## src/rtl/tmr_pkg.sv

```systemverilog
// Shared definitions for the triple-modular-redundancy voter and its monitor.
// Holds the default counter width, the index-width helper and the saturating
// increment used by every mismatch counter.
package tmr_pkg;

  localparam int CNT_WIDTH_DEFAULT = 16;

  // Width needed to address a bit inside a WIDTH-bit word, never below one.
  function automatic int idxWidth(input int w);
    int r;
    r = $clog2(w);
    return (r < 1) ? 1 : r;
  endfunction

  // Adds one unless the value already holds the largest number that fits in
  // 'width' bits, so counters stick at all-ones instead of wrapping.
  // Counters up to 64 bits wide are supported.
  function automatic logic [63:0] satInc(input logic [63:0] val, input int width);
    logic [63:0] maxVal;
    maxVal = {64{1'b1}} >> (64 - width);
    return (val == maxVal) ? val : val + 64'd1;
  endfunction

endpackage

```

## src/rtl/majority_voter_monitor_if.sv

```systemverilog
// Bus bundle for majority_voter_monitor: three replicas and a clear request
// going in, the voted word and error bookkeeping coming out.
// Optional macro MAJORITY_VOTER_LANE_CNT_EN adds the per-replica counters.
// WIDTH and CNT_WIDTH must match the parameters of the attached voter.
interface majority_voter_monitor_if #(
  parameter int WIDTH     = 8,
  parameter int CNT_WIDTH = tmr_pkg::CNT_WIDTH_DEFAULT
);
  localparam int IDX_W = tmr_pkg::idxWidth(WIDTH);

  logic [WIDTH-1:0]     inA;
  logic [WIDTH-1:0]     inB;
  logic [WIDTH-1:0]     inC;
  logic                 clr;
  logic [WIDTH-1:0]     out;
  logic                 tmrErr;
  logic                 errSticky;
  logic [IDX_W-1:0]     errIdx;
  logic [CNT_WIDTH-1:0] errCnt;
`ifdef MAJORITY_VOTER_LANE_CNT_EN
  logic [CNT_WIDTH-1:0] errCntA;
  logic [CNT_WIDTH-1:0] errCntB;
  logic [CNT_WIDTH-1:0] errCntC;

  modport master (
    output inA, inB, inC, clr,
    input  out, tmrErr, errSticky, errIdx, errCnt, errCntA, errCntB, errCntC
  );

  modport slave (
    input  inA, inB, inC, clr,
    output out, tmrErr, errSticky, errIdx, errCnt, errCntA, errCntB, errCntC
  );
`else
  modport master (
    output inA, inB, inC, clr,
    input  out, tmrErr, errSticky, errIdx, errCnt
  );

  modport slave (
    input  inA, inB, inC, clr,
    output out, tmrErr, errSticky, errIdx, errCnt
  );
`endif

endinterface

```

## src/rtl/tmr_vote_bit.sv

```systemverilog
// One-bit two-out-of-three voter; also reports whether the three copies
// disagree at all.
module tmr_vote_bit (
  input  logic a_i,
  input  logic b_i,
  input  logic c_i,
  output logic vote_o,
  output logic mis_o
);

  // Majority of three plus a flag for any disagreement among the copies.
  always_comb begin
    vote_o = (a_i & b_i) | (b_i & c_i) | (a_i & c_i);
    mis_o  = ~((a_i == b_i) && (b_i == c_i));
  end

endmodule

```

## src/rtl/majority_voter_monitor.sv

```systemverilog
// Registered TMR voter with upset bookkeeping: votes three replicas bitwise,
// flags disagreement, counts mismatch cycles with saturation and keeps the
// lowest mismatching bit index of the first upset since the last clear.
// Optional macro MAJORITY_VOTER_LANE_CNT_EN adds per-replica counters that
// track which copy disagreed with the vote.
module majority_voter_monitor
  import tmr_pkg::*;
#(
  parameter int WIDTH     = 8,
  parameter int CNT_WIDTH = CNT_WIDTH_DEFAULT
) (
  input logic                     clk,
  input logic                     rst,
  majority_voter_monitor_if.slave bus
);

  localparam int IDX_W = idxWidth(WIDTH);

  logic [WIDTH-1:0]     vote;
  logic [WIDTH-1:0]     mis;
  logic                 anyMis;
  logic [IDX_W-1:0]     lowIdx;

  logic [WIDTH-1:0]     out_q, out_d;
  logic                 tmrErr_q, tmrErr_d;
  logic                 errSticky_q, errSticky_d;
  logic [IDX_W-1:0]     errIdx_q, errIdx_d;
  logic [CNT_WIDTH-1:0] errCnt_q, errCnt_d;

  // A clear restarts the count at this cycle's mismatch; otherwise a mismatch
  // bumps the count unless it is already pinned at all-ones.
  function automatic logic [CNT_WIDTH-1:0] cntNext(
    input logic [CNT_WIDTH-1:0] cur,
    input logic                 clear,
    input logic                 inc
  );
    if (clear)
      return inc ? CNT_WIDTH'(1) : '0;
    else if (inc)
      return CNT_WIDTH'(satInc(64'(cur), CNT_WIDTH));
    else
      return cur;
  endfunction

  genvar gi;
  generate
    for (gi = 0; gi < WIDTH; gi++) begin : g_bit
      tmr_vote_bit u_vote (
        .a_i    (bus.inA[gi]),
        .b_i    (bus.inB[gi]),
        .c_i    (bus.inC[gi]),
        .vote_o (vote[gi]),
        .mis_o  (mis[gi])
      );
    end
  endgenerate

  assign anyMis = |mis;

  // Priority encoder: scanning from the top down leaves the lowest set bit.
  always_comb begin
    lowIdx = '0;
    for (int i = WIDTH - 1; i >= 0; i--) begin
      if (mis[i]) lowIdx = IDX_W'(i);
    end
  end

  // Next state for the voted word, the error pulse, the counter and the
  // first-upset capture; a clear in a mismatch cycle records that cycle.
  always_comb begin
    out_d       = vote;
    tmrErr_d    = anyMis;
    errCnt_d    = cntNext(errCnt_q, bus.clr, anyMis);
    errSticky_d = errSticky_q;
    errIdx_d    = errIdx_q;
    if (bus.clr) begin
      errSticky_d = anyMis;
      errIdx_d    = anyMis ? lowIdx : '0;
    end else if (anyMis && !errSticky_q) begin
      errSticky_d = 1'b1;
      errIdx_d    = lowIdx;
    end
  end

  // State registers; reset wins over clear and data.
  always_ff @(posedge clk) begin
    if (rst) begin
      out_q       <= '0;
      tmrErr_q    <= 1'b0;
      errSticky_q <= 1'b0;
      errIdx_q    <= '0;
      errCnt_q    <= '0;
    end else begin
      out_q       <= out_d;
      tmrErr_q    <= tmrErr_d;
      errSticky_q <= errSticky_d;
      errIdx_q    <= errIdx_d;
      errCnt_q    <= errCnt_d;
    end
  end

  assign bus.out       = out_q;
  assign bus.tmrErr    = tmrErr_q;
  assign bus.errSticky = errSticky_q;
  assign bus.errIdx    = errIdx_q;
  assign bus.errCnt    = errCnt_q;

`ifdef MAJORITY_VOTER_LANE_CNT_EN
  logic                 diffA, diffB, diffC;
  logic [CNT_WIDTH-1:0] errCntA_q, errCntA_d;
  logic [CNT_WIDTH-1:0] errCntB_q, errCntB_d;
  logic [CNT_WIDTH-1:0] errCntC_q, errCntC_d;

  // A replica is blamed whenever it disagrees with the vote in any bit;
  // several replicas can be blamed in the same cycle.
  always_comb begin
    diffA     = |(bus.inA ^ vote);
    diffB     = |(bus.inB ^ vote);
    diffC     = |(bus.inC ^ vote);
    errCntA_d = cntNext(errCntA_q, bus.clr, diffA);
    errCntB_d = cntNext(errCntB_q, bus.clr, diffB);
    errCntC_d = cntNext(errCntC_q, bus.clr, diffC);
  end

  // Per-replica counter registers, cleared by reset like the rest.
  always_ff @(posedge clk) begin
    if (rst) begin
      errCntA_q <= '0;
      errCntB_q <= '0;
      errCntC_q <= '0;
    end else begin
      errCntA_q <= errCntA_d;
      errCntB_q <= errCntB_d;
      errCntC_q <= errCntC_d;
    end
  end

  assign bus.errCntA = errCntA_q;
  assign bus.errCntB = errCntB_q;
  assign bus.errCntC = errCntC_q;
`endif

endmodule

```

## src/flat_wrapper.sv

```systemverilog
// flat-port wrapper written by rule: the top's interface ports become plain ports
module majority_voter_monitor_flat import tmr_pkg::*;
#(
  parameter int WIDTH     = 8,
  parameter int CNT_WIDTH = CNT_WIDTH_DEFAULT
)
  (clk, rst, bus_inA, bus_inB, bus_inC, bus_clr, bus_out, bus_tmrErr, bus_errSticky, bus_errIdx, bus_errCnt);
  majority_voter_monitor_if #(.WIDTH(WIDTH), .CNT_WIDTH(CNT_WIDTH)) bus_i ();
  input logic clk;
  input logic rst;
  input wire logic [$bits(bus_i.inA)-1:0] bus_inA;
  input wire logic [$bits(bus_i.inB)-1:0] bus_inB;
  input wire logic [$bits(bus_i.inC)-1:0] bus_inC;
  input wire logic [$bits(bus_i.clr)-1:0] bus_clr;
  output wire logic [$bits(bus_i.out)-1:0] bus_out;
  output wire logic [$bits(bus_i.tmrErr)-1:0] bus_tmrErr;
  output wire logic [$bits(bus_i.errSticky)-1:0] bus_errSticky;
  output wire logic [$bits(bus_i.errIdx)-1:0] bus_errIdx;
  output wire logic [$bits(bus_i.errCnt)-1:0] bus_errCnt;
  assign bus_i.inA = bus_inA;
  assign bus_i.inB = bus_inB;
  assign bus_i.inC = bus_inC;
  assign bus_i.clr = bus_clr;
  assign bus_out = bus_i.out;
  assign bus_tmrErr = bus_i.tmrErr;
  assign bus_errSticky = bus_i.errSticky;
  assign bus_errIdx = bus_i.errIdx;
  assign bus_errCnt = bus_i.errCnt;
  majority_voter_monitor #(.WIDTH(WIDTH), .CNT_WIDTH(CNT_WIDTH)) u_core (.clk(clk), .rst(rst), .bus(bus_i));
endmodule
```

## config.mk

```make
export PLATFORM = sky130hd
export DESIGN_NAME = majority_voter_monitor_flat
export DESIGN_NICKNAME = d
export VERILOG_FILES = /design/src/rtl/tmr_pkg.sv /design/src/rtl/majority_voter_monitor_if.sv /design/src/rtl/tmr_vote_bit.sv /design/src/rtl/majority_voter_monitor.sv /design/src/flat_wrapper.sv
export SDC_FILE = /design/constraint.sdc
export NUM_CORES = 1
export LEC_CHECK = 0
export BUFFER_PORTS_ARGS = -buffer_cell sky130_fd_sc_hd__buf_2
export CAP_MARGIN = 5
export CORE_MARGIN = 3
export CORE_UTILIZATION = 49
export DETAILED_ROUTE_END_ITERATION = 6
export PLACE_DENSITY = 0.77
export RECOVER_POWER = 100
export SLEW_MARGIN = 30
export SYNTH_ARGS = -nofsm -noshare
export SYNTH_HDL_FRONTEND = slang
export SYNTH_SLANG_ARGS = --single-unit
```

## constraint.sdc

```tcl
create_clock -name clk -period 2.35 [get_ports clk]
set_input_delay 0.235 -clock clk [delete_from_list [all_inputs] [get_ports clk]]
set_output_delay 0.235 -clock clk [all_outputs]
set_load 0.03 [all_outputs]
```

==> results of run 1 <==
state kept, by name (all words and copies together), names as in the netlist:
register              flops
u_core.bus.errCnt        16
u_core.bus.errSticky      1
u_core.bus.out            8
u_core.bus.errIdx         3
u_core.bus.tmrErr         1
how the worst min path moves through the flow:
stage / from / to / slack [ps] / depth (start not counted)
2_1_floorplan: rst / u_core.bus.tmrErr / 320 / 1
3_3_place_gp: u_core.bus.errIdx[2] / u_core.bus.errIdx[2] / 480 / 2
3_5_place_dp: u_core.bus.errIdx[2] / u_core.bus.errIdx[2] / 470 / 2
4_1_cts: bus_inA[1] / u_core.bus.out[1] / 150 / 3
5_1_grt: bus_inA[5] / u_core.bus.out[5] / 160 / 3
6_report: bus_inA[7] / u_core.bus.out[7] / 150 / 3
synthesized netlist by cell type, drive strengths merged:
library cell | n | area, um2
a211oi | 9 | 67.6
o41ai | 1 | 16.3
nand4 | 6 | 43.8
nor2b | 2 | 12.5
or3 | 2 | 12.5
and3 | 1 | 7.51
o22ai | 1 | 6.26
nor4 | 13 | 103
dfxtp | 29 | 581
nor3b | 2 | 15.0
nand2 | 9 | 33.8
nand3b | 2 | 15.0
a31oi | 1 | 6.26
a2111oi | 1 | 8.76
o21ai | 6 | 30.0
or2 | 1 | 6.26
inv | 2 | 7.51
and2 | 1 | 6.26
ha | 17 | 213
o31ai | 1 | 7.51
buf | 3 | 21.3
nand3 | 6 | 35.0
nor3 | 6 | 30.0
xnor2 | 12 | 105
and4 | 3 | 27.5
o21ba | 1 | 10.0
a21oi | 2 | 10.0
dlygate4sd1 | 1 | 8.76
nand2b | 1 | 6.26
nor2 | 31 | 116
a41o | 1 | 10.0
clkbuf | 3 | 11.3
where the power goes:
group | leakage, uW | internal (uW) | switching [uW] | total [uW]
logic | 0.000438 | 58.4 | 100 | 159
clock network | 0.0000455 | 254 | 180 | 433
registers | 0.000237 | 507 | 7.67 | 515
total | 0.000721 | 820 | 287 | 1110
tightest hold or removal path, cell delays in order:
cell and delay [ps]:
buf_2 90, a211oi_1 60, nor2_1 80
metrics by stage:
step	instance area, um2	worst slack (ps)
6_report	1920	388
3_3_place_gp	1890	356
2_1_floorplan	1590	415
4_1_cts	1980	506
3_5_place_dp	1890	253
5_1_grt	1920	217
final cells by class:
type / instances / area (um2) / share of cell area, %
tap: 44 / 55.1 / 2.86
timing repair buffer: 57 / 244 / 12.7
clock inverter: 1 / 30.0 / 1.56
clock buffer: 7 / 55.1 / 2.86
multi-input combinational: 139 / 952 / 49.5
sequential: 29 / 581 / 30.2
inverter: 2 / 7.51 / 0.390
cell families after synthesis:
| family | Yosys count | share of synthesized area (%) |
|---|---|---|
| and+or+nand+nor | 86 | 29.6 |
| DFF | 29 | 36.5 |
| AOI/OAI and AO/OA | 24 | 10.9 |
| adders and majority gates | 17 | 13.4 |
| xor gates and xnor gates | 12 | 6.61 |
| buffers and inverters | 9 | 3.07 |
per-layer routing:
metal  global-route usage, %  vias to the layer above
met1                    23.5                      678
met5                       0                        -
li1                        -                      763
met2                    30.6                       42
met3                    4.68                       10
met4                    10.5                        0
layout by cell type, fill, tap and decap left out, types with 2 or more instances in the layout:
master,synthesis,layout
nand4_1,5,5
nand3b_1,2,2
o21ai_0,3,4
o21ai_1,3,2
buf_2,2,18
dfxtp_1,29,29
and4_1,2,2
nor3b_1,2,2
clkbuf_4,0,5
nor3_1,6,6
inv_1,2,2
a211oi_1,9,9
ha_1,17,17
buf_4,0,2
nand2_1,9,9
nor4_1,11,11
nor2b_1,2,2
clkbuf_1,3,38
nor2_1,31,31
nor4_2,1,2
a21oi_1,2,2
nand3_1,5,5
or3_1,2,2
xnor2_1,12,12
==> summary.md, run 1 <==
| Metric | Value |
|---|---|
| Clock slew at the register clock pins of the worst setup and hold paths | 100 ps |
| Final setup vio count | 0 |
| GPL Wtd Cong | 0.731 |
| Synthesized cell area | 0.00159 mm2 |
| Mapped Nets | 221 |
| WL met2 | 1670 um |
| R2r startpoint | u_core.bus.errCnt[0] |
| Max clock buf depth | 2 |
| Initial drt markers | 59 |
| Worst r2r dst | u_core.bus.errCnt[9] |
| Worst hold slack | 153 ps |
| Core area | 0.00308 mm2 |
| CP Data Required Time | 2580 ps |
| CP peak stage delay | 520 ps |
| Final TNS setup | 0 ps |
| Worst Setup EP | u_core.bus.errCnt[9] |
| Routed met3 length | 175 um |
| Port Buffers | 55 |
| CTS tree | built |
| Post-synthesis sequential area ratio | 36.5% |
| Worst path cell trace | ha_1, nand3_2, nor4_2, buf_4, nor3_1, xnor2_1, nor2_1 |
| Final Hold Viols | 0 |
| Max Slew Vio Count | 0 |
| Routed wire length | 3570 um |
| Peak supply drop | 434 uV |
| Via Count | 1493 |
| Post-route ant nets | 0 |
| # Post-CTS Setup Buffers | 0 |
| Met1 WL | 1650 um |
| Max stage delay cell, worst path | nor4_2 |
| Io pins | 56 |
| MaxCap Viol Count | 0 |
| Stages on the worst setup path | 7 |
| Final design utilization | 62.5% |
| Fmax | 510 MHz |
| CP max FO | 10 |
| LEAKAGE | 0.000721 uW |
| N_diodes | 0 |
| Initial Util | 51.7% |
| Status | finished clean |
| WP data arrival | 2200 ps |
| FP Rows | 20 |
| Fill count | 297 |
| Actual slew at the worst max-slew pin | 583 ps |
| Post-CTS resize count | 0 |
| Type of origin of the critical path | flip-flop |
| Clock sink count | 29 |
| Remaining Overflow, GRT | 0 |
| H-tree Lvls | 2 |
| Buffers & Inverters on Critical Path | 1 |
| Num CTS Buffers | 5 |
| Layout cells sized above 1 | 14.9% |
| Worst-Skew Late Latency | 340 ps |
| Vias per cell | 5.35 |
| Synthesized flop and latch total | 29 |
| DRC errors left | 0 |
| DRT Pass-1 Iters | 4 |
| Clk_skew | 14.1 ps |
| Pin count of the biggest net entering global routing | 21 |
| Initial antenna violation count | 0 |
| Synthesized area per cell | 8.98 um2 |
| WL/cell | 12.8 um |
| First-pass GRT wire length | 6060 um |
| RSZ-0062 raised after global routing | no |
| Die area | 0.00397 mm2 |
| PwrDens | 575 mW/mm2 |
| Pwr Total | 1110 uW |
| Rel. slew slack | 60.8% |
| Setup slack, reg-to-reg | 390 ps |
| WS Path Type | reg -> reg |
| Die H | 63.0 um |
| Synth unique cells | 39 |
| Dpl cells | 271 |
| Worst Reg-to-Reg Cells | 7 |
| P&R area growth vs syn | 21.0% |
| Tcrit/Tclk final | 83.5% |
| All-layer global routing usage | 19.2% |
| Vias in the first global route | 1377 |
| Die Width | 63.0 um |
| HPWL Detailed | 2730 um |
| Max layer used | met4 |
| Cell count after synthesis | 177 |
| Hold-fix buffers, CTS | 0 |
| Endpoint class of the critical path | flip-flop |
| Non-filler cells, final | 279 |
| Min-delay worst type | in -> reg |
| Root buf cell | clkbuf_4 |
| YS warnings | 0 |
| Critical path's top delay family | simple AND/OR/NAND/NOR gates |
| Fin nets | 278 |
| Post-layout min period | 1960 ps |
| Critical Path Start | u_core.bus.errCnt[0] |
(Power assumes the default switching activity.)
==> run 2: changes to the inputs <==
--- a/config.mk
+++ b/config.mk
@@ -5,10 +5,11 @@
 export SDC_FILE = /design/constraint.sdc
 export NUM_CORES = 1
 export LEC_CHECK = 0
+export ABC_AREA = 1
 export BUFFER_PORTS_ARGS = -buffer_cell sky130_fd_sc_hd__buf_2
 export CAP_MARGIN = 5
 export CORE_MARGIN = 3
-export CORE_UTILIZATION = 49
+export CORE_UTILIZATION = 50
 export DETAILED_ROUTE_END_ITERATION = 6
 export PLACE_DENSITY = 0.77
 export RECOVER_POWER = 100
==> constraint.sdc (replaced) <==
create_clock -name clk -period 2 [get_ports clk]
set_input_delay 0.2 -clock clk [delete_from_list [all_inputs] [get_ports clk]]
set_output_delay 0.2 -clock clk [all_outputs]
set_load 0.03 [all_outputs]
==> run 2 against run 1 <==
Sequential share of layout area fell by 1.0 points. Synthesized cell count rose by 36%. Fmax grew 16%. Core utilization rose by 1.1 points. Clock power fell by 22%. Total power up 2.6%. Sequential power increased by 18%. Die area increased by 2.9%. Worst hold slack worse by 30 ps.
==> summary.md, run 2 <==
| Metric | Value |
|---|---|
| Endpoint class of the critical path | flip-flop |
| N_diodes | 0 (unchanged) |
| RSZ-0062 raised after global routing | no |
| Status | finished clean |
| First-pass GRT wire length | 6060 um (unchanged) |
| Die H | 63.9 um (+1.4%) |
| Cell count after synthesis | 240 (+36%) |
| PwrDens | 571 mW/mm2 (-0.82%) |
| YS warnings | 0 (unchanged) |
| Clk_skew | 7.36 ps (-6.76 ps) |
| H-tree Lvls | 2 (unchanged) |
| CP max FO | 9 (-1) |
| Post-route ant nets | 0 (unchanged) |
| Synthesized flop and latch total | 29 (unchanged) |
| CP Data Required Time | 2240 ps (-340 ps) |
| Clock sink count | 29 (unchanged) |
| Io pins | 56 (unchanged) |
| All-layer global routing usage | 18.9% (-0.24 points) |
| Max Slew Vio Count | 0 (unchanged) |
| Fin nets | 345 (+24%) |
| Layout cells sized above 1 | 12.9% (-2.0 points) |
| Post-synth EDFFs | 0 (unchanged) |
| Core area | 0.00313 mm2 (+1.6%) |
| Initial Util | 53.5% (+1.9 points) |
| Final setup vio count | 0 (unchanged) |
| DRC errors left | 0 (unchanged) |
| Max reg flops | 16 (unchanged) |
| FP Rows | 20 (unchanged) |
| Initial drt markers | 107 (+81%) |
| Most common cell in the netlist | nand2_1 |
| Fmax | 591 MHz (+16%) |
| Pin count of the biggest net entering global routing | 15 (-29%) |
| R2r startpoint | u_core.bus.errCnt[1] |
| Actual slew at the worst max-slew pin | 381 ps (-203 ps) |
| Synth top area cells | dfxtp_1, nand2_1, ha_1, nor2_1, inv_1 |
| HPWL Detailed | 2850 um (+4.3%) |
| LEAKAGE | 0.000903 uW (+25%) |
| Post-CTS resize count | 0 (unchanged) |
| Max clock buf depth | 2 (unchanged) |
| Critical Path Start | u_core.bus.errCnt[1] |
| Final TNS setup | 0 ps (unchanged) |
| P&R area growth vs syn | 18.9% |
| Post-place setup slack | 253 ps (+0.0760 ps) |
| Min-delay worst type | in -> reg |
| Pwr Total | 1140 uW (+2.6%) |
| Commonest non-fill, non-tap cell in the layout | nand2_1 |
| Synthesized area per cell | 6.98 um2 (-22%) |
| Worst r2r dst | u_core.bus.errCnt[5] |
| Root buf cell | clkbuf_4 |
| CTS tree | built |
| Endpoint, Worst Hold | u_core.bus.out[5] |
| Top cell type's share of synthesized area | 34.7% (-1.8 points) |
| Clock slew at the register clock pins of the worst setup and hold paths | 90 ps (about the same) |
| Tcrit/Tclk final | 84.7% (+1.2 points) |
| # Post-CTS Setup Buffers | 0 (unchanged) |
| Commonest cells after routing, fill and taps aside | nand2_1, nor2_1, clkbuf_1 |
| Vias in the first global route | 1431 (+3.9%) |
| GPL Wtd Cong | 0.809 (+11%) |
| Synth unique cells | 27 (-31%) |
| Die Width | 63.9 um (+1.4%) |
| Post-synthesis sequential area ratio | 34.7% (-1.8 points) |
| Setup slack, reg-to-reg | 310 ps (-80 ps) |
| WS Path Type | reg -> reg |
| WL/cell | 10.5 um (-18%) |
| Synthesized cell area | 0.00167 mm2 (+5.3%) |
| Worst hold slack | 122 ps (-30.3 ps) |
| Largest area contributor in the netlist | dfxtp_1 |
| Worst-Skew Late Latency | 330 ps (about the same) |
| Final Hold Viols | 0 (unchanged) |
| Num CTS Buffers | 5 (unchanged) |
| Top FF cell, synth | dfxtp_1 |
| Async SR Flop Fraction | 0% (unchanged) |
| Worst Reg-to-Reg Cells | 12 (+5) |
| Vias per cell | 4.77 (-11%) |
| Type of origin of the critical path | flip-flop |
| Rel. slew slack | 74.7% (+14 points) |
| Hold-fix buffers, CTS | 0 (unchanged) |
| DRT Pass-1 Iters | 4 (unchanged) |
| Setup WS post-layout | 307 ps (-81.4 ps) |
| Via Count | 1649 (+10%) |
| Initial antenna violation count | 0 (unchanged) |
| WP data arrival | 1930 ps (-270 ps) |
| Commonest cells in the synthesized netlist | nand2_1, nor2_1, dfxtp_1 |
| Routed wire length | 3650 um (+2.1%) |
| Port Buffers | 55 (unchanged) |
| MaxCap Viol Count | 0 (unchanged) |
| Min-delay src | bus_inC[5] |
| Peak supply drop | 293 uV (-32%) |
| Post-layout min period | 1690 ps (-269 ps) |
| Hold path depth | 3 (unchanged) |
| Remaining Overflow, GRT | 0 (unchanged) |
| Mapped Nets | 284 (+29%) |
| Die area | 0.00408 mm2 (+2.9%) |
[run 2: cell types whose count changed after synthesis, moves of 3 or more]
cell / delta
nor2_1: +14
a211oi_1: -9
nand2_2: +4
inv_1: +21
o21ai_1: +3
xnor2_1: -12
nor2_2: +6
nand3_1: +5
a21oi_1: +15
nor3_1: -4
nor4_1: -11
nand2_1: +50
[run 2: worst max path at each step]
stage,end,slack (ps),depth (start not counted)
3_5_place_dp,u_core.bus.errIdx[1],250,10
5_1_grt,u_core.bus.errCnt[3],140,12
2_1_floorplan,u_core.bus.errCnt[4],350,12
6_report,u_core.bus.errCnt[5],310,12
4_1_cts,u_core.bus.errCnt[12],400,10
3_3_place_gp,u_core.bus.errIdx[1],310,10
[run 2: per-stage QoR]
step | area, um2 | instances | util, %
6_report | 1990 | 346 | 63.6
5_1_grt | 1990 | 346 | 63.6
4_1_cts | 2050 | 346 | 65.6
3_5_place_dp | 2000 | 338 | 64.0
3_3_place_gp | 2000 | 338 | 64.0
2_1_floorplan | 1670 | 240 | -
[run 2: cell families (layout without fill, tap and decap cells)]
logic type	after synthesis	after routing	synth area share (%)
DFF	29	29	34.7
and+or+nand+nor	135	135	36.0
adders and majority gates	17	17	12.7
buffers and inverters	28	90	6.50
AOI/OAI and AO/OA	30	30	9.57
xor gates and xnor gates	1	1	0.523
[run 2: final cells by class]
cell class,instances,area [um2]
Clock buffer,8,48.8
Fill cell,306,1140
Inverter,26,100
Multi-Input combinational cell,183,967
Sequential cell,29,581
Tap cell,44,55.1
Timing Repair Buffer,56,239
[run 2: critical path, stage by stage (launching register included)]
cell and delay [ps]:
dfxtp_1 400, ha_1 200, inv_2 60, nor2_2 130, nand2_2 100, nor2_1 210
nand2_4 120, nand2_8 110, inv_4 60, nand2_1 80, nand2_1 50, nand2_1 50
nor2_1 30
[run 2: report_power, final]
part           internal, uW  switching (uW)
Sequential              598            8.60
Combinational          64.9             126
Clock                   140             198
Total                   803             333
[run 2: layer usage]
| metal | GRT usage, % | vias to the layer above | wire length, um |
|---|---|---|---|
| li1 | - | 895 | - |
| met1 | 24.6 | 692 | 1710 |
| met2 | 28.9 | 56 | 1620 |
| met3 | 4.04 | 6 | 250 |
| met4 | 10.5 | 0 | 64 |
| met5 | 0 | - | 0 |
==> run 3: changes to the inputs <==
==> constraint.sdc (replaced) <==
create_clock -name clk -period 1.7 [get_ports clk]
set_input_delay 0.17 -clock clk [delete_from_list [all_inputs] [get_ports clk]]
set_output_delay 0.17 -clock clk [all_outputs]
set_load 0.03 [all_outputs]
==> run 3 against run 2 <==
Wire length fell by 0.33%. Total power grew 20%. Non-clock buffer count grew 3. Core utilization grew 1.3 points. Critical path depth is 2 lower. First-iteration DRC count shrank 16%. Combinational power increased by 21%. Sequential share of layout area shrank 0.53 points.
==> summary.md, run 3 (same netlist as run 2, synthesis figures left out) <==
| Metric | Value |
|---|---|
| WL/cell | 10.4 um (-0.90%) |
| HPWL Detailed | 2850 um (+0.19%) |
| Peak supply drop | 487 uV (+66%) |
| Fin nets | 348 (+0.87%) |
| Via Count | 1674 (+1.5%) |
| Clock slew at the register clock pins of the worst setup and hold paths | 90 ps (about the same) |
| LEAKAGE | 0.000919 uW (+1.9%) |
| N_diodes | 0 (unchanged) |
| Post-CTS resize count | 0 (unchanged) |
| WS Path Type | reg -> reg |
| Worst-Skew Late Latency | 320 ps (about the same) |
| WP data arrival | 1790 ps (-140 ps) |
| Commonest non-fill, non-tap cell in the layout | nand2_1 |
| Post-layout min period | 1570 ps (-123 ps) |
| Sw Pwr | 383 uW (+15%) |
| Final TNS setup | 0 ps (unchanged) |
| Final setup vio count | 0 (unchanged) |
| FP Rows | 20 (unchanged) |
| Initial drt markers | 90 (-16%) |
| Final Hold Viols | 0 (unchanged) |
| Remaining Overflow, GRT | 0 (unchanged) |
| Post-route ant nets | 0 (unchanged) |
| Commonest cells after routing, fill and taps aside | nand2_1, nor2_1, clkbuf_1 |
| Rel. slew slack | 74.8% (about the same) |
| P&R area growth vs syn | 21.4% |
| Io pins | 56 (unchanged) |
| Gate power share | 16.9% (about the same) |
| Type of origin of the critical path | flip-flop |
| Die area | 0.00408 mm2 (unchanged) |
| Vias in the first global route | 1488 (+4.0%) |
| Status | finished clean |
| Min-delay worst type | in -> reg |
| Vias per cell | 4.81 (+0.93%) |
| Hold-fix buffers, CTS | 0 (unchanged) |
| # Post-CTS Setup Buffers | 0 (unchanged) |
| DRC errors left | 0 (unchanged) |
| Max Slew Vio Count | 0 (unchanged) |
| Endpoint class of the critical path | flip-flop |
| Initial Util | 53.5% (unchanged) |
| CTS tree | built |
| GPL Wtd Cong | 0.813 (+0.51%) |
| H-tree Lvls | 2 (unchanged) |
| Sw Share | 28.1% (-1.2 points) |
| Routed wire length | 3640 um (-0.33%) |
| RSZ-0062 raised after global routing | no |
| Clock sink count | 29 (unchanged) |
| Initial antenna violation count | 0 (unchanged) |
| Max clock buf depth | 2 (unchanged) |
| Part of the power in registers | 52.4% (-1.0 points) |
| PwrDens | 671 mW/mm2 (+18%) |
| DRT Pass-1 Iters | 4 (unchanged) |
| Layout cells sized above 1 | 15.5% (+2.5 points) |
| Tcrit/Tclk final | 92.4% (+7.7 points) |
| Clock power share | 30.7% (+1.0 points) |
| MaxCap Viol Count | 0 (unchanged) |
| Internal power | 980 uW (+22%) |
| Port Buffers | 55 (unchanged) |
| Clk_skew | 10.7 ps (+3.38 ps) |
| CP max FO | 9 (unchanged) |
| Die H | 63.9 um (unchanged) |
| Fmax | 637 MHz (+7.8%) |
| Pin count of the biggest net entering global routing | 15 (unchanged) |
| First-pass GRT wire length | 6180 um (+1.9%) |
| Root buf cell | clkbuf_4 |
| Actual slew at the worst max-slew pin | 380 ps (-0.289 ps) |
| Pwr Total | 1360 uW (+20%) |
| Die Width | 63.9 um (unchanged) |
| CP Data Required Time | 1920 ps (-320 ps) |
| Max reg flops | 16 (unchanged) |
| Num CTS Buffers | 5 (unchanged) |
| Core area | 0.00313 mm2 (unchanged) |
| All-layer global routing usage | 18.9% (about the same) |
==> run 3: cell count changes in the layout (fill, tap and decap cells not counted), sizes merged <==
| cell | change |
|---|---|
| buf | +2 |
==> run 3: cell type report <==
class	instances	area, um2
fillers	306	1100
multi-input cells	183	980
clock buffers	7	55.1
well taps	44	55.1
inverters	26	100
flip-flops and latches	29	582
repair buffers	59	260
==> run 3: critical path, cell delays in order, from the launching register on <==
cell and delay [ps]:
dfxtp_2 370, ha_1 180, inv_2 60, nor2_2 130
nand2_2 110, nor2_4 120, nand2_4 90, nand2_8 100
inv_4 60, o21ai_0 170, nor2_1 50
==> run 3: worst paths after layout <==
kind                                            start                    end  slack (ps)  depth (start not counted)
worst max register to register   u_core.bus.errCnt[1]   u_core.bus.errCnt[1]         130                         10
worst min register to register  u_core.bus.errCnt[14]  u_core.bus.errCnt[14]         500                          2
worst max-delay path             u_core.bus.errCnt[1]   u_core.bus.errCnt[1]         130                         10
worst min-delay path                       bus_inC[2]      u_core.bus.out[2]          90                          3
==> run 3: power groups by stage <==
stage / combinational (uW) / clock [uW] / sequential, uW
6_report: 231 / 418 / 714
5_1_grt: 263 / 468 / 717
4_1_cts: 243 / 428 / 713
3_5_place_dp: 242 / 0 / 729
3_3_place_gp: 237 / 0 / 728
2_1_floorplan: 97.9 / 0 / 781
==> run 3: through the flow <==
| step | utilization, % | hold slack (ps) | setup slack, ps | std cells | area, um2 |
|---|---|---|---|---|---|
| after floorplan | - | 239 | 48.0 | 240 | 1670 |
| after global placement | 64.8 | 435 | 58.8 | 341 | 2030 |
| after detailed placement | 64.8 | 435 | 17.4 | 341 | 2030 |
| after CTS | 66.5 | 96.2 | 130 | 348 | 2080 |
| after global routing | 65.0 | 95.7 | 20.5 | 348 | 2030 |
| final | 65.0 | 93.9 | 130 | 348 | 2030 |
==> run 3: layer usage <==
| layer | GRT usage (%) | vias up | part of all wire (%) |
|---|---|---|---|
| li1 | - | 897 | - |
| met1 | 25.1 | 723 | 47 |
| met2 | 29.8 | 48 | 45 |
| met3 | 4.22 | 6 | 6.6 |
| met4 | 7.01 | 0 | 1.5 |
| met5 | 0 | - | 0 |
